[config.mk]
export PLATFORM = sky130hd
export DESIGN_NAME = dtc_table_walker_flat
export DESIGN_NICKNAME = d
export VERILOG_FILES = /design/src/rtl/dtc_table_walker_if.sv /design/src/rtl/dtc_table_walker.sv /design/src/flat_wrapper.sv
export SDC_FILE = /design/constraint.sdc
export NUM_CORES = 2
export LEC_CHECK = 0
export BUFFER_PORTS_ARGS = -buffer_cell sky130_fd_sc_hd__buf_2
export CAP_MARGIN = 20
export CELL_PAD_IN_SITES_DETAIL_PLACEMENT = 0
export CELL_PAD_IN_SITES_GLOBAL_PLACEMENT = 2
export CORE_UTILIZATION = 40
export CTS_BUF_LIST = sky130_fd_sc_hd__clkbuf_8
export CTS_CLUSTER_DIAMETER = 200
export DETAILED_ROUTE_END_ITERATION = 7
export PLACE_DENSITY_LB_ADDON = 0.1
export SETUP_SLACK_MARGIN = 0.3
export SLEW_MARGIN = 20
export SYNTH_ARGS = -nofsm -noshare
export SYNTH_HDL_FRONTEND = slang
export SYNTH_SLANG_ARGS = --single-unit
[constraint.sdc]
create_clock -name clk -period 4.49 [get_ports clk]
set_clock_uncertainty 0.05 [all_clocks]
set_input_delay 0.6735 -clock clk [delete_from_list [all_inputs] [get_ports clk]]
set_output_delay 0.6735 -clock clk [all_outputs]
set_load 0.02 [all_outputs]
[src/rtl/dtc_table_walker_if.sv]
// Bundle of the feature-vector input stream, the result stream and the node-table write port
// that connects a dtc_table_walker to its producer, consumer and configuration master.
interface dtc_table_walker_if #(
    parameter int N_FEAT = 9,
    parameter int OUT_W  = 5,
    parameter int FI_W   = 4,
    parameter int AW     = 7
);
    localparam int NODE_W = 1 + FI_W + 2 * AW;

    // Both streams are strict valid/ready: a beat transfers on a rising edge where valid and ready
    // are both high; once raised, valid and its payload hold until that edge.
    logic              in_valid;
    logic              in_ready;
    logic [N_FEAT-1:0] in_feat;
    logic              out_valid;
    logic              out_ready;
    logic [OUT_W-1:0]  out_class;
    logic              out_err;
    logic              cfg_we;
    logic [AW-1:0]     cfg_addr;
    logic [NODE_W-1:0] cfg_data;
    logic              busy;

    modport master (
        output in_valid, in_feat, out_ready, cfg_we, cfg_addr, cfg_data,
        input  in_ready, out_valid, out_class, out_err, busy
    );

    modport slave (
        input  in_valid, in_feat, out_ready, cfg_we, cfg_addr, cfg_data,
        output in_ready, out_valid, out_class, out_err, busy
    );
endinterface

[src/rtl/dtc_table_walker.sv]
// Sequential decision-tree classifier: walks a writable node table one node per clock from the
// root and returns the leaf class, aborting with an error flag after MAX_DEPTH internal nodes.
module dtc_table_walker #(
    parameter int N_FEAT    = 9,
    parameter int OUT_W     = 5,
    parameter int FI_W      = 4,
    parameter int AW        = 7,
    parameter int MAX_DEPTH = 16
) (
    input  logic                clk,
    input  logic                rst_n,
    dtc_table_walker_if.slave   bus,
    output logic [1:0]          dbg_state_o
);
    localparam int NODE_W  = 1 + FI_W + 2 * AW;
    localparam int DEPTH_W = $clog2(MAX_DEPTH + 1);
    localparam int TBL_N   = 1 << AW;
    localparam int FPAD_W  = 1 << FI_W;
    localparam logic [NODE_W-1:0] LEAF_CLASS0 = {1'b1, {(NODE_W-1){1'b0}}};

    typedef enum logic [1:0] {
        S_IDLE = 2'd0,
        S_WALK = 2'd1,
        S_DONE = 2'd2
    } state_t;

    state_t             state_q;
    logic [AW-1:0]      addr_q;
    logic [DEPTH_W-1:0] depth_q;
    logic [N_FEAT-1:0]  feat_q;
    logic               in_ready_q;
    logic               out_valid_q;
    logic [OUT_W-1:0]   out_class_q;
    logic               out_err_q;
    logic               busy_q;

    logic [NODE_W-1:0]  tbl_q [TBL_N];

    logic [NODE_W-1:0]  node_w;
    logic               node_leaf;
    logic [FI_W-1:0]    node_idx;
    logic [AW-1:0]      node_true;
    logic [AW-1:0]      node_false;
    logic [FPAD_W-1:0]  feat_pad;
    logic               feat_bit;
    logic [AW-1:0]      addr_d;
    logic               tbl_we_d;
    logic               depth_limit;

    always_comb begin
        node_w     = tbl_q[addr_q];
        node_leaf  = node_w[NODE_W-1];
        node_idx   = node_w[NODE_W-2 -: FI_W];
        node_true  = node_w[2*AW-1:AW];
        node_false = node_w[AW-1:0];
        // Zero-padding the feature vector makes out-of-range indices read as feature value 0.
        feat_pad              = '0;
        feat_pad[N_FEAT-1:0]  = feat_q;
        feat_bit              = feat_pad[node_idx];
        addr_d                = feat_bit ? node_true : node_false;
        depth_limit           = (depth_q == DEPTH_W'(MAX_DEPTH));
        tbl_we_d              = bus.cfg_we && (state_q == S_IDLE);
    end

    always_ff @(posedge clk or negedge rst_n) begin
        if (!rst_n) begin
            tbl_q <= '{default: LEAF_CLASS0};
        end else if (tbl_we_d) begin
            tbl_q[bus.cfg_addr] <= bus.cfg_data;
        end
    end

    always_ff @(posedge clk or negedge rst_n) begin
        if (!rst_n) begin
            state_q     <= S_IDLE;
            addr_q      <= '0;
            depth_q     <= '0;
            feat_q      <= '0;
            in_ready_q  <= 1'b0;
            out_valid_q <= 1'b0;
            out_class_q <= '0;
            out_err_q   <= 1'b0;
            busy_q      <= 1'b0;
        end else begin
            case (state_q)
                S_IDLE: begin
                    in_ready_q <= 1'b1;
                    if (bus.in_valid && in_ready_q) begin
                        feat_q     <= bus.in_feat;
                        addr_q     <= '0;
                        depth_q    <= '0;
                        in_ready_q <= 1'b0;
                        busy_q     <= 1'b1;
                        state_q    <= S_WALK;
                    end
                end
                S_WALK: begin
                    if (node_leaf) begin
                        out_class_q <= node_w[OUT_W-1:0];
                        out_err_q   <= 1'b0;
                        out_valid_q <= 1'b1;
                        state_q     <= S_DONE;
                    end else if (depth_limit) begin
                        out_class_q <= '0;
                        out_err_q   <= 1'b1;
                        out_valid_q <= 1'b1;
                        state_q     <= S_DONE;
                    end else begin
                        addr_q  <= addr_d;
                        depth_q <= depth_q + DEPTH_W'(1);
                    end
                end
                S_DONE: begin
                    // in_ready rises together with the return to IDLE, so no re-accept this edge.
                    if (bus.out_ready) begin
                        out_valid_q <= 1'b0;
                        busy_q      <= 1'b0;
                        in_ready_q  <= 1'b1;
                        state_q     <= S_IDLE;
                    end
                end
                default: begin
                    state_q     <= S_IDLE;
                    out_valid_q <= 1'b0;
                    busy_q      <= 1'b0;
                    in_ready_q  <= 1'b0;
                end
            endcase
        end
    end

    assign bus.in_ready  = in_ready_q;
    assign bus.out_valid = out_valid_q;
    assign bus.out_class = out_class_q;
    assign bus.out_err   = out_err_q;
    assign bus.busy      = busy_q;
    assign dbg_state_o   = state_q;
endmodule
[src/flat_wrapper.sv]
// flat-port wrapper written by rule: the top's interface ports become plain ports
module dtc_table_walker_flat 
#(
    parameter int N_FEAT    = 9,
    parameter int OUT_W     = 5,
    parameter int FI_W      = 4,
    parameter int AW        = 7,
    parameter int MAX_DEPTH = 16
)
  (clk, rst_n, dbg_state_o, bus_in_valid, bus_in_feat, bus_out_ready, bus_cfg_we, bus_cfg_addr, bus_cfg_data, bus_in_ready, bus_out_valid, bus_out_class, bus_out_err, bus_busy);
  dtc_table_walker_if #(.N_FEAT(N_FEAT), .OUT_W(OUT_W), .FI_W(FI_W), .AW(AW)) bus_i ();
  input  logic clk;
  input  logic rst_n;
  output logic [1:0] dbg_state_o;
  input wire logic [$bits(bus_i.in_valid)-1:0] bus_in_valid;
  input wire logic [$bits(bus_i.in_feat)-1:0] bus_in_feat;
  input wire logic [$bits(bus_i.out_ready)-1:0] bus_out_ready;
  input wire logic [$bits(bus_i.cfg_we)-1:0] bus_cfg_we;
  input wire logic [$bits(bus_i.cfg_addr)-1:0] bus_cfg_addr;
  input wire logic [$bits(bus_i.cfg_data)-1:0] bus_cfg_data;
  output wire logic [$bits(bus_i.in_ready)-1:0] bus_in_ready;
  output wire logic [$bits(bus_i.out_valid)-1:0] bus_out_valid;
  output wire logic [$bits(bus_i.out_class)-1:0] bus_out_class;
  output wire logic [$bits(bus_i.out_err)-1:0] bus_out_err;
  output wire logic [$bits(bus_i.busy)-1:0] bus_busy;
  assign bus_i.in_valid = bus_in_valid;
  assign bus_i.in_feat = bus_in_feat;
  assign bus_i.out_ready = bus_out_ready;
  assign bus_i.cfg_we = bus_cfg_we;
  assign bus_i.cfg_addr = bus_cfg_addr;
  assign bus_i.cfg_data = bus_cfg_data;
  assign bus_in_ready = bus_i.in_ready;
  assign bus_out_valid = bus_i.out_valid;
  assign bus_out_class = bus_i.out_class;
  assign bus_out_err = bus_i.out_err;
  assign bus_busy = bus_i.busy;
  dtc_table_walker #(.N_FEAT(N_FEAT), .OUT_W(OUT_W), .FI_W(FI_W), .AW(AW), .MAX_DEPTH(MAX_DEPTH)) u_core (.clk(clk), .rst_n(rst_n), .bus(bus_i), .dbg_state_o(dbg_state_o));
endmodule
* Word level (Yosys, flattened, before mapping)
Cells that the tools add are included.
Word-level totals: flip-flop bits (word level) 2464, input port bits 40, output and inout port bits 11, logic and storage cells 201
Cells by class: add/subtract/negate cells 1, order comparisons 4, equal/unequal tests 8, mux-type cells 34, bitwise operators 4, reductions and logical operators 13
Operators with widths (count):
- 2432-bit bitwise mux | 1
- 19-bit binary-select mux with 7-bit select | 1
- 19-bit demux with 7-bit select | 1
- 19-bit two-way mux | 3
- 7-bit two-way mux | 4
- 5-bit two-way mux | 5
- 8-bit greater-or-equal comparator, second input constant | 2
- 7-bit NOT with 8-bit output | 2
- 7-bit case mux with 2 select lines | 1
- 5-bit case mux with 2 select lines | 1
- 1-bit case mux with 3 select lines | 3
- 3-bit AND reduction | 3
- 8-bit by 1-bit less-than comparator with 1-bit output, second input constant | 1
- 1-bit two-way mux | 8
- 2-bit two-way mux | 4
- 2-bit != test, second input constant | 4
- 2-bit case mux with 3 select lines | 1
- 2-bit AND reduction | 3
- 5-bit by 1-bit adder with 5-bit output, second input constant | 1
- 5-bit == test, second input constant | 1
- 4-bit by 5-bit less-than comparator with 1-bit output, second input constant | 1
- 1-bit binary-select mux with 4-bit select | 1
- 4-bit AND reduction | 1
- 2-bit nonzero test | 2
- other kinds (6) | 9

* Depth between registers and ports, before layout
word-level depth 10, depth in mapped cells 16, mapped depth without buffers 9

* Least setup slack after synthesis
Ideal clock, no wire load.
path kind flip-flop to flip-flop, start point reg u_core.addr_q[1], end point reg u_core.addr_q[3], setup time 0.148 ns, arrival time 3.631 ns, required time 4.292 ns, path slack 0.660 ns, cell stages (with the launch flop) 13, buffers on the path 7, period minus slack after synthesis 3.830 ns, cell sequence dfrtp_1 > buf_4 > buf_2 > buf_2 > buf_2 > clkbuf_1 > buf_1 > clkbuf_1 > mux4_2 > mux4_2 > mux4_2 > mux2i_1 > o221ai_1
On the way: longest elaborated chain between the ends 10, elaborated cells between the ends (all ways) 12, those cells by class eq/ne: 1; mux: 9; bitwise: 1; reduce/logical: 1
RTL lines:
- from (decl) | line dtc_table_walker.sv:28 | logic [AW-1:0] addr_q;
- from (signal assigned) | line dtc_table_walker.sv:109 | addr_q <= addr_d;
- 7-bit NOT with 8-bit output (implied by the code) * | line dtc_table_walker.sv:51 | node_w = tbl_q[addr_q];
- 19-bit binary-select mux with 7-bit select * | line dtc_table_walker.sv:51
- 19-bit two-way mux (implied by the code) * (2 in series) | line dtc_table_walker.sv:51
- 1-bit binary-select mux with 4-bit select | line dtc_table_walker.sv:59 | feat_bit = feat_pad[node_idx];
- 1-bit two-way mux (implied by the code) | line dtc_table_walker.sv:59
- 7-bit two-way mux | line dtc_table_walker.sv:60 | addr_d = feat_bit ? node_true : node_false;
- 7-bit two-way mux | line dtc_table_walker.sv:103 | end else if (depth_limit) begin
- 7-bit two-way mux | line dtc_table_walker.sv:98 | if (node_leaf) begin
- 7-bit case mux with 2 select lines | line dtc_table_walker.sv:85 | case (state_q)
Mark *: on every way between the ends. The rest lies on a longest branch, timed or not. The select of a mux whose other input is x is not followed. A chain may end at the register's enable or synchronous reset.

* Worst setup path in the final report
start point reg u_core.addr_q[2], end point reg u_core.addr_q[2]
The elaborated chain is that of the path after synthesis.

==> results.json <==
{
  "critPathMostFrequentCell": "buf_4",
  "yosysWarnings": 0,
  "wl_per_cell_um": 32.0,
  "min_period_over_period_pct": 90.7,
  "core.rowCount": 193,
  "path_cells": "buf_12 > buf_4 > buf_4 > buf_4 > or3_1 > o211ai_1 > a221oi_1 > a22oi_1 > o311ai_0 > a2111oi_0 > buf_4 > o41ai_1 > buf_4 > a22oi_1 > o21ai_0",
  "drc_errors": 0,
  "dr_total_vias": 63717,
  "synth_most_common_cell": "mux2_2",
  "cts_sinks": 2464,
  "synthTopCellsByCount": "mux2_2, dfrtp_1, mux4_2",
  "grt_pass1_vias": 67444,
  "p_per_area_mw_per_mm2": 491,
  "async_flop_share_pct": 100,
  "syn_inst": 6739,
  "slew_viol_final": 0,
  "die_area_mm2": 0.281,
  "outcome": "completed",
  "hold_viol": 0,
  "end_kind": "flop",
  "clock_latency_ns": 1.12,
  "netlist_area_mm2": 0.112,
  "rsz0062_at_grt": "no",
  "synth_area_leaders": "dfrtp_1, mux2_2, mux4_2",
  "layout-drive-gt1-share_pct": 60.6,
  "worst_path_max_delay_cell": "a2111oi_0",
  "finalWirelength_um": 355000,
  "pwr-share-comb_pct": 25.5,
  "fin_cells": 11114,
  "placed_area_mm2": 0.118,
  "setup_slack_ns": 0.416,
  "synth_nets": 6781,
  "worst_pin_slew_ns": 1.13,
  "ys_ff_latch": 2464,
  "cts.path.max_buffers": 4,
  "coreArea_mm2": 0.277,
  "cts_buffers": 443,
  "grt_pass1_wl_um": 514000,
  "synthDistinctLibCells": 58,
  "antenna_found_initial": 31,
  "synth_enable_flop_cells": 0,
  "final_util_pct": 46.1,
  "port_buffers": 50,
  "dpl.hpwl_um": 219000,
  "pwr-share-clk_pct": 34.3,
  "cts_max_level": 5,
  "switching_share_pct": 31.2,
  "io_pins": 51,
  "r2r_setup_slack_ns": 0.42,
  "yosysSeqAreaShare_pct": 55.4,
  "p_int_mw": 43.1,
  "first_iter_violations": 4360,
  "cts-root-buf": "clkbuf_8",
  "gp_congestion": 0.907,
  "setup_tns_ns": 0,
  "path_max_fanout": 12,
  "min_path_type": "in2reg",
  "max_freq_mhz": 245,
  "yosys.area.top_type_share_pct": 52.4,
  "antenna_left": 0,
  "avgSynthCellArea_um2": 16.6,
  "criticalPathCategory": "reg2reg",
  "vdd_drop_max_mv": 0.328,
  "grt_overflow": 0,
  "start_util_pct": 40.3,
  "synth_ff_type": "dfrtp_1",
  "crit_arrival_ns": 4.98,
  "preCtsSetupSlack_ns": 0.0856,
  "worst_setup_path_start_kind": "flop",
  "maxCapViolations": 0,
  "die_y_um": 530,
  "relSlewSlack_pct": 24.7,
  "finalSetupViolCount": 0,
  "leakagePower_nw": 60.5,
  "drt_first_pass_iters": 8,
  "vias_per_cell": 5.73,
  "layout.nets": 7086,
  "synth_top_cell_by_area": "dfrtp_1",
  "dieWidth_um": 530,
  "cts_tree": "built",
  "grt_max_degree": 132,
  "slowest_delay_ns": 0.63,
  "required_ns": 5.40,
  "post-route-cell-area_mm2": 0.128,
  "clkTransAtPathRegs_ns": 0.07,
  "synthToLayoutAreaGrowth_pct": 14.3,
  "dp.cells": 10275,
  "fin_crit_ns": 4.07,
  "power_switching_mw": 19.6,
  "grt_use_total_pct": 25.5,
  "power_frac_seq_pct": 40.3
}
-- state kept, by name, summed over array words and instances (netlist names) --
signal,count
u_core.bus.in_ready,1
u_core.bus.out_class,5
u_core.depth_q,5
u_core.bus.busy,1
u_core.bus.out_valid,1
u_core.addr_q,7
u_core.tbl_q,2432
u_core.dbg_state_o,2
u_core.feat_q,9
u_core.bus.out_err,1
-- worst paths after layout --
path | from | end | cells after the start
setup / recovery | u_core.addr_q[2] | u_core.addr_q[2] | 15
hold / removal | bus_cfg_data[12] | u_core.tbl_q[2273] | 2
setup reg to reg | u_core.addr_q[2] | u_core.addr_q[2] | 15
hold reg to reg | u_core.tbl_q[1908] | u_core.tbl_q[1908] | 1
max in group asynchronous | rst_n | u_core.tbl_q[147] | 3
min in group asynchronous | rst_n | u_core.tbl_q[1152] | 2
-- repair_timing --
item                                    4_1_cts  5_1_grt
pin swaps                                     1        1
gates cloned                                  0        1
hold buffers                                 13        0
buffers inserted                              8        7
resized for setup                             2       10
endpoints found under the setup margin        7        7
endpoints found under the hold margin       111        0
-- critical path: cells and delay by family (launching register included) --
kind	cells	cell delay [ns]
simple gates	1	0.46
buf+inv	6	1.11
flops	1	0.53
compound gates	8	1.81
-- through the flow --
step / total power, mW / hold WS [ns]
2_1_floorplan: 35.1 / 0.328
3_5_place_dp: 41.5 / 0.437
4_1_cts: 63.3 / 0.0595
3_3_place_gp: 41.3 / 0.431
5_1_grt: 65.4 / 0.0919
6_report: 62.7 / 0.170
-- layout make-up --
cell class,count,area [µm²]
fillers,24403,149000
flip-flops and latches,2464,61800
multi-input cells,3651,47300
clock buffers,575,7910
well taps,3705,4640
repair buffers,468,4540
clock inverters,221,1200
inverters,16,66.3
diodes,14,35.0
-- power by group through the flow --
stage,registers [mW],logic (mW),clock network (mW)
after floorplan,25.1,10.0,0
after global placement,25.6,15.7,0
after detailed placement,25.7,15.8,0
after CTS,25.2,16.0,22.1
after global routing,25.4,16.9,23.1
final,25.2,16.0,21.5
-- layout by cell type (no fill, tap or decap), types with 13 or more instances in the layout --
| cell | count |
|---|---|
| mux2_2 | 2447 |
| dfrtp_1 | 2331 |
| mux4_2 | 759 |
| clkbuf_8 | 575 |
| buf_4 | 340 |
| inv_1 | 180 |
| nand2_1 | 130 |
| dfstp_2 | 128 |
| buf_12 | 80 |
| mux2i_1 | 45 |
| nor2_2 | 36 |
| nor2_1 | 35 |
| buf_2 | 30 |
| clkinv_2 | 28 |
| o21ai_0 | 25 |
| nor3_1 | 17 |
| o22ai_1 | 16 |
| diode_2 | 14 |
| nand3_1 | 14 |
| a22oi_1 | 14 |
| nor2b_1 | 13 |
| nand2b_1 | 13 |
| dlygate4sd3_1 | 13 |
-- cells by family (layout without fill, tap and decap cells) --
logic type	Yosys count	in the layout	synth area share, %
multiplexers	3255	3255	40.5
XOR/XNOR	2	2	0.0157
flip-flops	2464	2464	55.4
other	0	14	0
buffers and inverters	624	1280	2.32
AO/OA/AOI/OAI	107	107	0.656
adder cells (fa/ha/maj)	2	2	0.0224
AND/OR/NAND/NOR	285	285	1.11
-- layer usage --
| layer | routed length (µm) | global-route usage (%) |
|---|---|---|
| met4 | 11200 | 7.83 |
| met1 | 164000 | 37.1 |
| met3 | 18200 | 4.50 |
| met2 | 162000 | 39.0 |
| met5 | 43 | 0 |
Power figures use the tool's default switching activity.
